File: config.mk
export PLATFORM = sky130hd
export DESIGN_NAME = trigger_issue_tracker
export DESIGN_NICKNAME = d
export VERILOG_FILES = /design/src/rtl/trigger_issue_tracker_pkg.sv /design/src/rtl/trigger_issue_tracker_instruction_index_decoder.sv /design/src/rtl/trigger_issue_tracker.sv
export SDC_FILE = /design/constraint.sdc
export NUM_CORES = 1
export LEC_CHECK = 0
export BUFFER_PORTS_ARGS = -buffer_cell sky130_fd_sc_hd__buf_2
export CELL_PAD_IN_SITES_DETAIL_PLACEMENT = 1
export CELL_PAD_IN_SITES_GLOBAL_PLACEMENT = 1
export CORE_ASPECT_RATIO = 1.25
export CORE_MARGIN = 2
export CORE_UTILIZATION = 37
export DETAILED_ROUTE_END_ITERATION = 10
export GPL_TIMING_DRIVEN = 0
export PLACE_DENSITY = 0.88
export SLEW_MARGIN = 20
export SYNTH_ARGS = -nofsm -noshare
export SYNTH_HDL_FRONTEND = slang
export SYNTH_HIERARCHICAL = 1
export SYNTH_SLANG_ARGS = --single-unit
File: constraint.sdc
create_clock -name clk -period 3.22 [get_ports clk]
set_input_delay 0.644 -clock clk [delete_from_list [all_inputs] [get_ports clk]]
set_output_delay 0.644 -clock clk [all_outputs]
set_load 0.05 [all_outputs]
File: src/rtl/trigger_issue_tracker_pkg.sv
// Shared control definitions for the PE trigger/issue path: instruction
// table sizing and the per-stage issue record.
package trigger_issue_tracker_pkg;

  localparam int TIA_MAX_NUM_INSTRUCTIONS    = 16;
  localparam int TIA_INSTRUCTION_INDEX_WIDTH = 5;

  typedef struct packed {
    logic                                   valid;
    logic [TIA_INSTRUCTION_INDEX_WIDTH-1:0] index;
  } issue_stage_t;

endpackage

File: src/rtl/trigger_issue_tracker_instruction_index_decoder.sv
// Index-to-one-hot decode with range check; an out-of-range or invalid
// index yields an all-zero vector.
module instruction_index_decoder
  import trigger_issue_tracker_pkg::*;
(
  input  logic                                   i_valid,
  input  logic [TIA_INSTRUCTION_INDEX_WIDTH-1:0] i_index,
  output logic [TIA_MAX_NUM_INSTRUCTIONS-1:0]    o_one_hot,
  output logic                                   o_in_range
);

  // Full-width compare per bit so indices >= table size never alias.
  for (genvar gi = 0; gi < TIA_MAX_NUM_INSTRUCTIONS; gi++) begin : g_bit
    assign o_one_hot[gi] = i_valid && (i_index == TIA_INSTRUCTION_INDEX_WIDTH'(gi));
  end

  assign o_in_range = (int'(i_index) < TIA_MAX_NUM_INSTRUCTIONS);

endmodule

File: src/rtl/trigger_issue_tracker.sv
// Tracks issued instructions through a fixed-depth execution pipeline and
// feeds back an in-flight mask so no instruction re-triggers before retiring.
module trigger_issue_tracker
  import trigger_issue_tracker_pkg::*;
#(
  parameter int NUM_STAGES = 3
) (
  input  logic                                   clk,
  input  logic                                   reset,
  input  logic                                   triggered_instruction_valid,
  input  logic [TIA_INSTRUCTION_INDEX_WIDTH-1:0] triggered_instruction_index,
  input  logic                                   stall,
  input  logic                                   flush,
  output logic                                   issue_accept,
  output logic [TIA_MAX_NUM_INSTRUCTIONS-1:0]    issued_one_hot,
  output logic [TIA_MAX_NUM_INSTRUCTIONS-1:0]    in_flight_mask,
  output logic                                   retire_valid,
  output logic [TIA_INSTRUCTION_INDEX_WIDTH-1:0] retire_index,
  output logic                                   conflict_error
);

  issue_stage_t                        r_stage [NUM_STAGES];
  logic                                r_conflict;

  logic [TIA_MAX_NUM_INSTRUCTIONS-1:0] w_stage_one_hot  [NUM_STAGES];
  logic                                w_stage_in_range [NUM_STAGES];
  logic [TIA_MAX_NUM_INSTRUCTIONS-1:0] w_mask;
  logic [TIA_MAX_NUM_INSTRUCTIONS-1:0] w_trigger_one_hot;
  logic                                w_trigger_in_range;
  logic                                w_advance;
  logic                                w_trigger_blocked;
  logic                                w_accept;
  logic                                w_reject;

  for (genvar gi = 0; gi < NUM_STAGES; gi++) begin : g_stage_dec
    instruction_index_decoder u_dec (
      .i_valid    (r_stage[gi].valid),
      .i_index    (r_stage[gi].index),
      .o_one_hot  (w_stage_one_hot[gi]),
      .o_in_range (w_stage_in_range[gi])
    );
  end

  instruction_index_decoder u_trigger_dec (
    .i_valid    (1'b1),
    .i_index    (triggered_instruction_index),
    .o_one_hot  (w_trigger_one_hot),
    .o_in_range (w_trigger_in_range)
  );

  always_comb begin
    w_mask = '0;
    for (int k = 0; k < NUM_STAGES; k++) begin
      if (w_stage_in_range[k]) w_mask = w_mask | w_stage_one_hot[k];
    end
  end

  // The retiring stage is part of the mask, so a retiring index waits one cycle.
  assign w_advance         = !stall && !flush;
  assign w_trigger_blocked = |(w_trigger_one_hot & w_mask);
  assign w_accept = triggered_instruction_valid && w_advance &&
                    w_trigger_in_range && !w_trigger_blocked;
  assign w_reject = triggered_instruction_valid && w_advance &&
                    (!w_trigger_in_range || w_trigger_blocked);

  always_ff @(posedge clk or posedge reset) begin
    if (reset) begin
      for (int k = 0; k < NUM_STAGES; k++) r_stage[k] <= '0;
    end else if (flush) begin
      for (int k = 0; k < NUM_STAGES; k++) r_stage[k] <= '0;
    end else if (!stall) begin
      r_stage[0] <= {w_accept, w_accept ? triggered_instruction_index : '0};
      for (int k = 1; k < NUM_STAGES; k++) r_stage[k] <= r_stage[k-1];
    end
  end

  always_ff @(posedge clk or posedge reset) begin
    if (reset)         r_conflict <= 1'b0;
    else if (w_reject) r_conflict <= 1'b1;
  end

  assign issue_accept   = w_accept;
  assign issued_one_hot = w_stage_one_hot[0];
  assign in_flight_mask = w_mask;
  // A flushed last-stage entry is dropped, not retired.
  assign retire_valid   = r_stage[NUM_STAGES-1].valid && w_advance;
  assign retire_index   = r_stage[NUM_STAGES-1].index;
  assign conflict_error = r_conflict;

endmodule

==> run summary, run 1 <==
status - complete, but fails checks
violated checks - setup timing
max_slew headroom - 0.525
Max clock buf depth - 2
Iteration-0 DRC Markers - 233
CTS buffer count - 3
final setup TNS - -87.4 ps
Max VDD drop - 0.000273 V
Slew Limit Fails - 0
worst slack at placement - -263 ps
TritonCTS clock tree - built
largest net degree at the start of global routing - 20
mux cell area share after synthesis - 0.0691
Syn-to-layout area delta - 38.3%
final period utilization - 1.03
IO Pins - 50
Simple-Gate Fraction of Synth Area - 0.368
Detailed Route WL - 6.72 mm
XOR/XNOR share of the synthesized area - 0
Crit Path Class - flip-flop to output port
first-pass GRT wire length - 10.5 mm
Die Footprint - 5270 um^2
combinational family with the most area after synthesis - simple AND/OR/NAND/NOR gates
Yosys top cell area share - 0.273
initial antenna violation count - 0
vias in the first global route - 2,121
Pwr Density - 209 nW/um^2
nets - 311
clk sinks - 19
data arrival time of the worst path - 2660 ps
final setup violation count - 1
gr usage total - 0.258
layout cells sized above 1 - 0.423
routed vias - 2,049
Final Core Density - 0.539
leading area contributor after synthesis - dfrtp_1
Slew @ Worst Pin - 711 ps
row count - 27
Leak - 1.19 nW
CP Launch Type - flip-flop
most common cell after layout, fill and taps aside - nor2_1
post-synthesis adder-cell area fraction - 0
Core ar. - 4460 um^2
Die Height - 80.7 um
top post-synthesis cells by area - dfrtp_1 27%, nor2_1 13%, a222oi_1 9.2%
chip width - 65.3 um
DRC - 0
CTS clock-pin slew for the worst setup and hold paths - 80 ps
FILL cells - 565
minimum clock period - 3310 ps
worst hold path type - primary input to asynchronous set/reset pin
Routed Antenna Nets - 0
post-synthesis compound-gate area fraction - 0.163
Synth Register Bits - 19
fin worst setup slack - -87.4 ps
Max FO, Critical Path - 6
Max Fclk - 0.302 GHz
Max-cap violations - 0
GPL Wtd Cong - 0.965
Crit path required time - 2580 ps
PortBufs - 48
Seq/Total Area, Yosys - 0.273
DR WL/cell - 18.8 um
warning count from the yosys run - 6
CP endpoint kind - output port
Detailed Place HPWL - 4.77 mm
Post-Syn Area - 1740 um^2
Clk Tree Root Cell - clkbuf_8
clock latency on the worst-skew pair - 260 ps
H-tree depth - 1
vias per cell - 5.72
unrepaired setup endpoints after global routing - true
Syn Inst Count - 221
Mean Syn Cell Area - 7.87 um^2
final hold viol count - 0
Unique masters post-synth - 33
n_diodes - 0
most frequent cells in the layout - 54 x nor2_1, 47 x buf_2, 30 x buf_4
Initial Utilization - 0.390
Worst Skew - 7.03 ps
grt ovf - 0
first drt pass iteration count - 7
## flip-flops by register name (all words and copies together) (netlist names)
signal	flops
conflict_error	1
r_stage	13
retire_index	5
## synthesized netlist by cell type, drive strengths merged
master    count
or4           1
and2          1
a21o          1
nor2b         3
a22o          5
or4b          4
nor2         61
mux2i        12
nand2b        8
nand4b        4
clkinvlp      1
conb          1
nor4          1
a2111o        1
inv          30
nor3         17
o22ai         5
clkinv        1
nand4bb       8
dfrtp        19
a222oi       16
clkbuf        3
nand2         5
buf          10
o21bai        1
o21ai         1
a221o         1
## layer usage
layer | wire [um] | global-route usage
met1 | 2710 | 0.306
met2 | 3540 | 0.460
met3 | 229 | 0.0112
met4 | 232 | 0.146
met5 | 0 | 0
## power breakdown
group / internal, W / total [W] / switching [W]
Combinational: 0.0000310 / 0.0000852 / 0.0000543
Clock: 0.0000860 / 0.000167 / 0.0000807
Sequential: 0.000243 / 0.000251 / 0.00000777
## timing repair
item | in CTS | in global routing
buffers inserted | 15 | 9
endpoints found under the hold margin | 0 | 0
pin swaps | 10 | 10
hold buffers | 0 | 0
endpoints found under the setup margin | 1 | 1
gates resized for setup | 6 | 9
## final cells by class
cell class	instances	area (um^2)	area share
plain buffers	13	95.1	0.0395
flip-flops and latches	19	489	0.203
multi-input cells	160	1140	0.475
clock buffers	3	41.3	0.0172
well taps	58	72.6	0.0302
inverters	32	121	0.0505
clock inverters	1	5.00	0.00208
repair buffers	72	439	0.183
## logic make-up after synthesis
| group | count (synthesis) |
|---|---|
| simple gates | 113 |
| flops | 19 |
| buf+inv | 45 |
| mux | 12 |
| compound gates | 31 |
| other cells | 1 |
## path summary, 6_finish.rpt
kind | start | end | cells past startpoint | slack [ps]
min | reset | conflict_error$_DFFE_PP0P_ | 2 | 490
max reg2reg | r_stage[11]$_DFFE_PP0P_ | r_stage[12]$_DFFE_PP0P_ | 10 | 410
min in group clk | conflict_error$_DFFE_PP0P_ | conflict_error$_DFFE_PP0P_ | 1 | 500
max | r_stage[11]$_DFFE_PP0P_ | issue_accept | 7 | -90
max in group asynchronous | reset | retire_index[0]$_DFFE_PP0P_ | 2 | 2230
min reg2reg | conflict_error$_DFFE_PP0P_ | conflict_error$_DFFE_PP0P_ | 1 | 500
## metrics by stage
stage | hold slack, ps | total power [W] | std cells | instance area, um^2
finish | 487 | 0.000503 | 358 | 2400
global route | 525 | 0.000525 | 358 | 2400
CTS | 507 | 0.000499 | 349 | 2310
detailed placement | 491 | 0.000329 | 330 | 2120
global placement | 476 | 0.000327 | 330 | 2120
floorplan | 544 | 0.000303 | 224 | 1810
## critical path, cell delays in order (launching register included)
cell and delay [ps]:
dfrtp_2 460, or4b_4 250, nor2_1 60, a222oi_1 490
o22ai_1 140, or4_4 580, nor4_4 210, buf_6 200
(Power assumes the default switching activity.)
==> inputs of run 2 (changes only) <==
ABC_AREA = 1   (was unset)
CORE_UTILIZATION = 36   (was 37)
PLACE_DENSITY = 0.9   (was 0.88)
==> run 2 against run 1 <==
The run now ends clean. Final cell count grew 30%. Non-clock buffer count shrank 24. Die area grew 18%. Hold slack lost 2.2 ps. Sequential power shrank 2%. Sequential share of layout area shrank 0.34 points. Largest cell class unchanged.
==> run summary, run 2 <==
Detailed Route WL - 6.29 mm (-6.3%)
final setup violation count - 0 (-1)
gr usage total - 0.205 (-0.0530)
H-tree depth - 1 (unchanged)
minimum clock period - 2890 ps (-420 ps)
most common cell in the netlist - nand2_1
max_slew headroom - 0.536 (+0.0103)
cts repair resizes - 0 (-6)
Die Height - 87.5 um (+8.5%)
clk sinks - 19 (unchanged)
Iteration-0 DRC Markers - 73 (-69%)
nets - 411 (+32%)
Syn-to-layout area delta - 18.5%
Leak - 1.36 nW (+14%)
TritonCTS clock tree - built
IO Pins - 50 (unchanged)
DRC - 0 (unchanged)
Post-Syn Area - 2010 um^2 (+15%)
# hold bufs at CTS - 0 (unchanged)
vias per cell - 4.93 (-14%)
crit-path leading delay family - simple AND/OR/NAND/NOR gates
chip width - 70.8 um (+8.4%)
unrepaired setup endpoints after global routing - false
DR WL/cell - 13.6 um (-28%)
Pwr Density - 201 nW/um^2 (-3.7%)
PortBufs - 49 (+2.1%)
grt ovf - 0 (unchanged)
Max-cap violations - 0 (unchanged)
Register Area - 475 um^2 (-2.8%)
top post-synthesis cells by area - dfrtp_1 24%, nand2_1 21%, nor2_1 15%
largest net degree at the start of global routing - 20 (unchanged)
worst hold path type - flip-flop to flip-flop
data arrival time of the worst path - 2240 ps (-420 ps)
Unique masters post-synth - 19 (-42%)
Synth Register Bits - 19 (unchanged)
vias in the first global route - 2,208 (+4.1%)
fin area - 2380 um^2 (-1.1%)
CP Launch Type - flip-flop
most frequent cells in the layout - 113 x nand2_1, 82 x nor2_1, 49 x buf_2
critical path launch point - r_stage[13]$_DFFE_PP0P_
warning count from the yosys run - 6 (unchanged)
Crit Path Class - flip-flop to output port
Max clock buf depth - 2 (unchanged)
Slew @ Worst Pin - 696 ps (-15.5 ps)
Crit path required time - 2580 ps (about the same)
Final Core Density - 0.440 (-0.0995)
layout cells sized above 1 - 0.275 (-0.148)
CP endpoint kind - output port
Die Footprint - 6190 um^2 (+18%)
WHS - 484 ps (-2.16 ps)
Seq/Total Area, Yosys - 0.237 (-0.0365)
Reg with most FFs - r_stage
postcts setup bufs - 0 (-15)
Routed Antenna Nets - 0 (unchanged)
n_diodes - 0 (unchanged)
first drt pass iteration count - 4 (-3)
first-pass GRT wire length - 10.0 mm (-4.0%)
routed vias - 2,288 (+12%)
GPL Wtd Cong - 0.889 (-7.8%)
Core ar. - 5410 um^2 (+21%)
Slew Limit Fails - 0 (unchanged)
multi-input logic area - 1240 um^2 (+8.4%)
Max VDD drop - 0.000274 V (+0.45%)
CP max stage delay - 450 ps (-130 ps)
final period utilization - 0.897 (-0.130)
EDFF count, synth - 0 (unchanged)
FILL cells - 775 (+37%)
Detailed Place HPWL - 5.42 mm (+14%)
worst path bufs/invs - 3 (+2)
status - completed
CTS buffer count - 3 (unchanged)
Mean Syn Cell Area - 5.78 um^2 (-27%)
Max FO, Critical Path - 6 (unchanged)
leading area contributor after synthesis - dfrtp_1
ys async rst share - 1.00 (unchanged)
initial antenna violation count - 0 (unchanged)
top_reg_cell synth - dfrtp_1
clock latency on the worst-skew pair - 250 ps (about the same)
r2r startpoint - r_stage[13]$_DFFE_PP0P_
Worst Skew - 1.76 ps (-5.28 ps)
Max Fclk - 0.346 GHz (+15%)
Hold Startpoint - conflict_error$_DFFE_PP0P_
Yosys top cell area share - 0.237 (-0.0365)
Clk Tree Root Cell - clkbuf_8
final setup TNS - 0 ps (+87.4 ps)
Syn Inst Count - 347 (+57%)
final hold viol count - 0 (unchanged)
Post-Syn Nets - 357
cell with the largest stage delay on the worst path - dfrtp_1
Initial Utilization - 0.371 (-0.0187)
most common cell after layout, fill and taps aside - nand2_1
Commonest cells post-synth - 113 x nand2_1, 82 x nor2_1, 45 x inv_1, 26 x nand2_2, 19 x dfrtp_1
Cell Area, Placed - 2330 um^2 (+10%)
r2r setup slk - 1390 ps (+980 ps)
CTS clock-pin slew for the worst setup and hold paths - 70 ps (about the same)
cells along the critical path - inv_1 > nor2_1 > nand2_1 > nor2_1 > nand2_1 > nand3_1 > nand2_1 > nand2_2 > nor2_2 > nand2_2 > nor2_4 > nand2_2 > inv_1 > buf_2
Largest register FFs - 13 (unchanged)
row count - 30 (+11%)
-- run 2: changes by cell type in the layout (fill, tap and decap cells not counted), sizes merged, moves of 5 or more --
cell,change
nor3,-17
mux2i,-12
nand2,+134
inv,+15
nand2b,-8
a22o,-5
a222oi,-16
nand4bb,-8
buf,-22
o21ai,+10
nor2,+31
nand3,+25
-- run 2: path summary, 6_finish.rpt --
path                                               end  cells past startpoint
setup / recovery                          issue_accept                     14
hold / removal              conflict_error$_DFFE_PP0P_                      2
setup reg to reg               r_stage[16]$_DFFE_PP0P_                     13
hold reg to reg             conflict_error$_DFFE_PP0P_                      2
max in group asynchronous       r_stage[8]$_DFFE_PP0P_                      2
min in group asynchronous  retire_index[0]$_DFFE_PP0P_                      2
-- run 2: cells by family after synthesis --
family	Yosys count	share of synthesized area
flip-flops	19	0.237
buffers and inverters	58	0.147
AND/OR/NAND/NOR	256	0.579
other	1	0.00187
AO/OA/AOI/OAI	13	0.0355
-- run 2: worst min-delay path, cell delays in order, from the launching register on --
cell and delay, ps:
dfrtp_1 360, inv_1 40, nand2_1 50
-- run 2: final cells by class --
| type | instances | area share |
|---|---|---|
| Inverter | 46 | 0.0726 |
| Multi-Input combinational cell | 270 | 0.521 |
| Timing Repair Buffer | 49 | 0.103 |
| Sequential cell | 19 | 0.200 |
| Buffer | 12 | 0.0511 |
| Tap cell | 64 | 0.0337 |
| Clock buffer | 4 | 0.0189 |
-- run 2: power breakdown --
part | internal [W] | switching [W] | total, W
Sequential | 0.000242 | 0.00000438 | 0.000246
Clock | 0.0000879 | 0.0000744 | 0.000162
Combinational | 0.0000186 | 0.0000510 | 0.0000697
Total | 0.000349 | 0.000130 | 0.000478
-- run 2: metrics by stage --
| step | cells | total power, W | setup WS [ps] |
|---|---|---|---|
| floorplan | 347 | 0.000297 | 60.2 |
| global placement | 460 | 0.000319 | 617 |
| detailed placement | 460 | 0.000321 | 561 |
| CTS | 464 | 0.000484 | 334 |
| global route | 464 | 0.000499 | 220 |
| finish | 464 | 0.000478 | 333 |
-- run 2: layer usage --
metal  up-vias  GRT usage  part of all wire
met1      1088      0.243              0.42
li1       1130          -                 -
met3        16     0.0185             0.038
met5         -          0                 0
met4         0     0.0926             0.027
met2        54      0.372              0.52
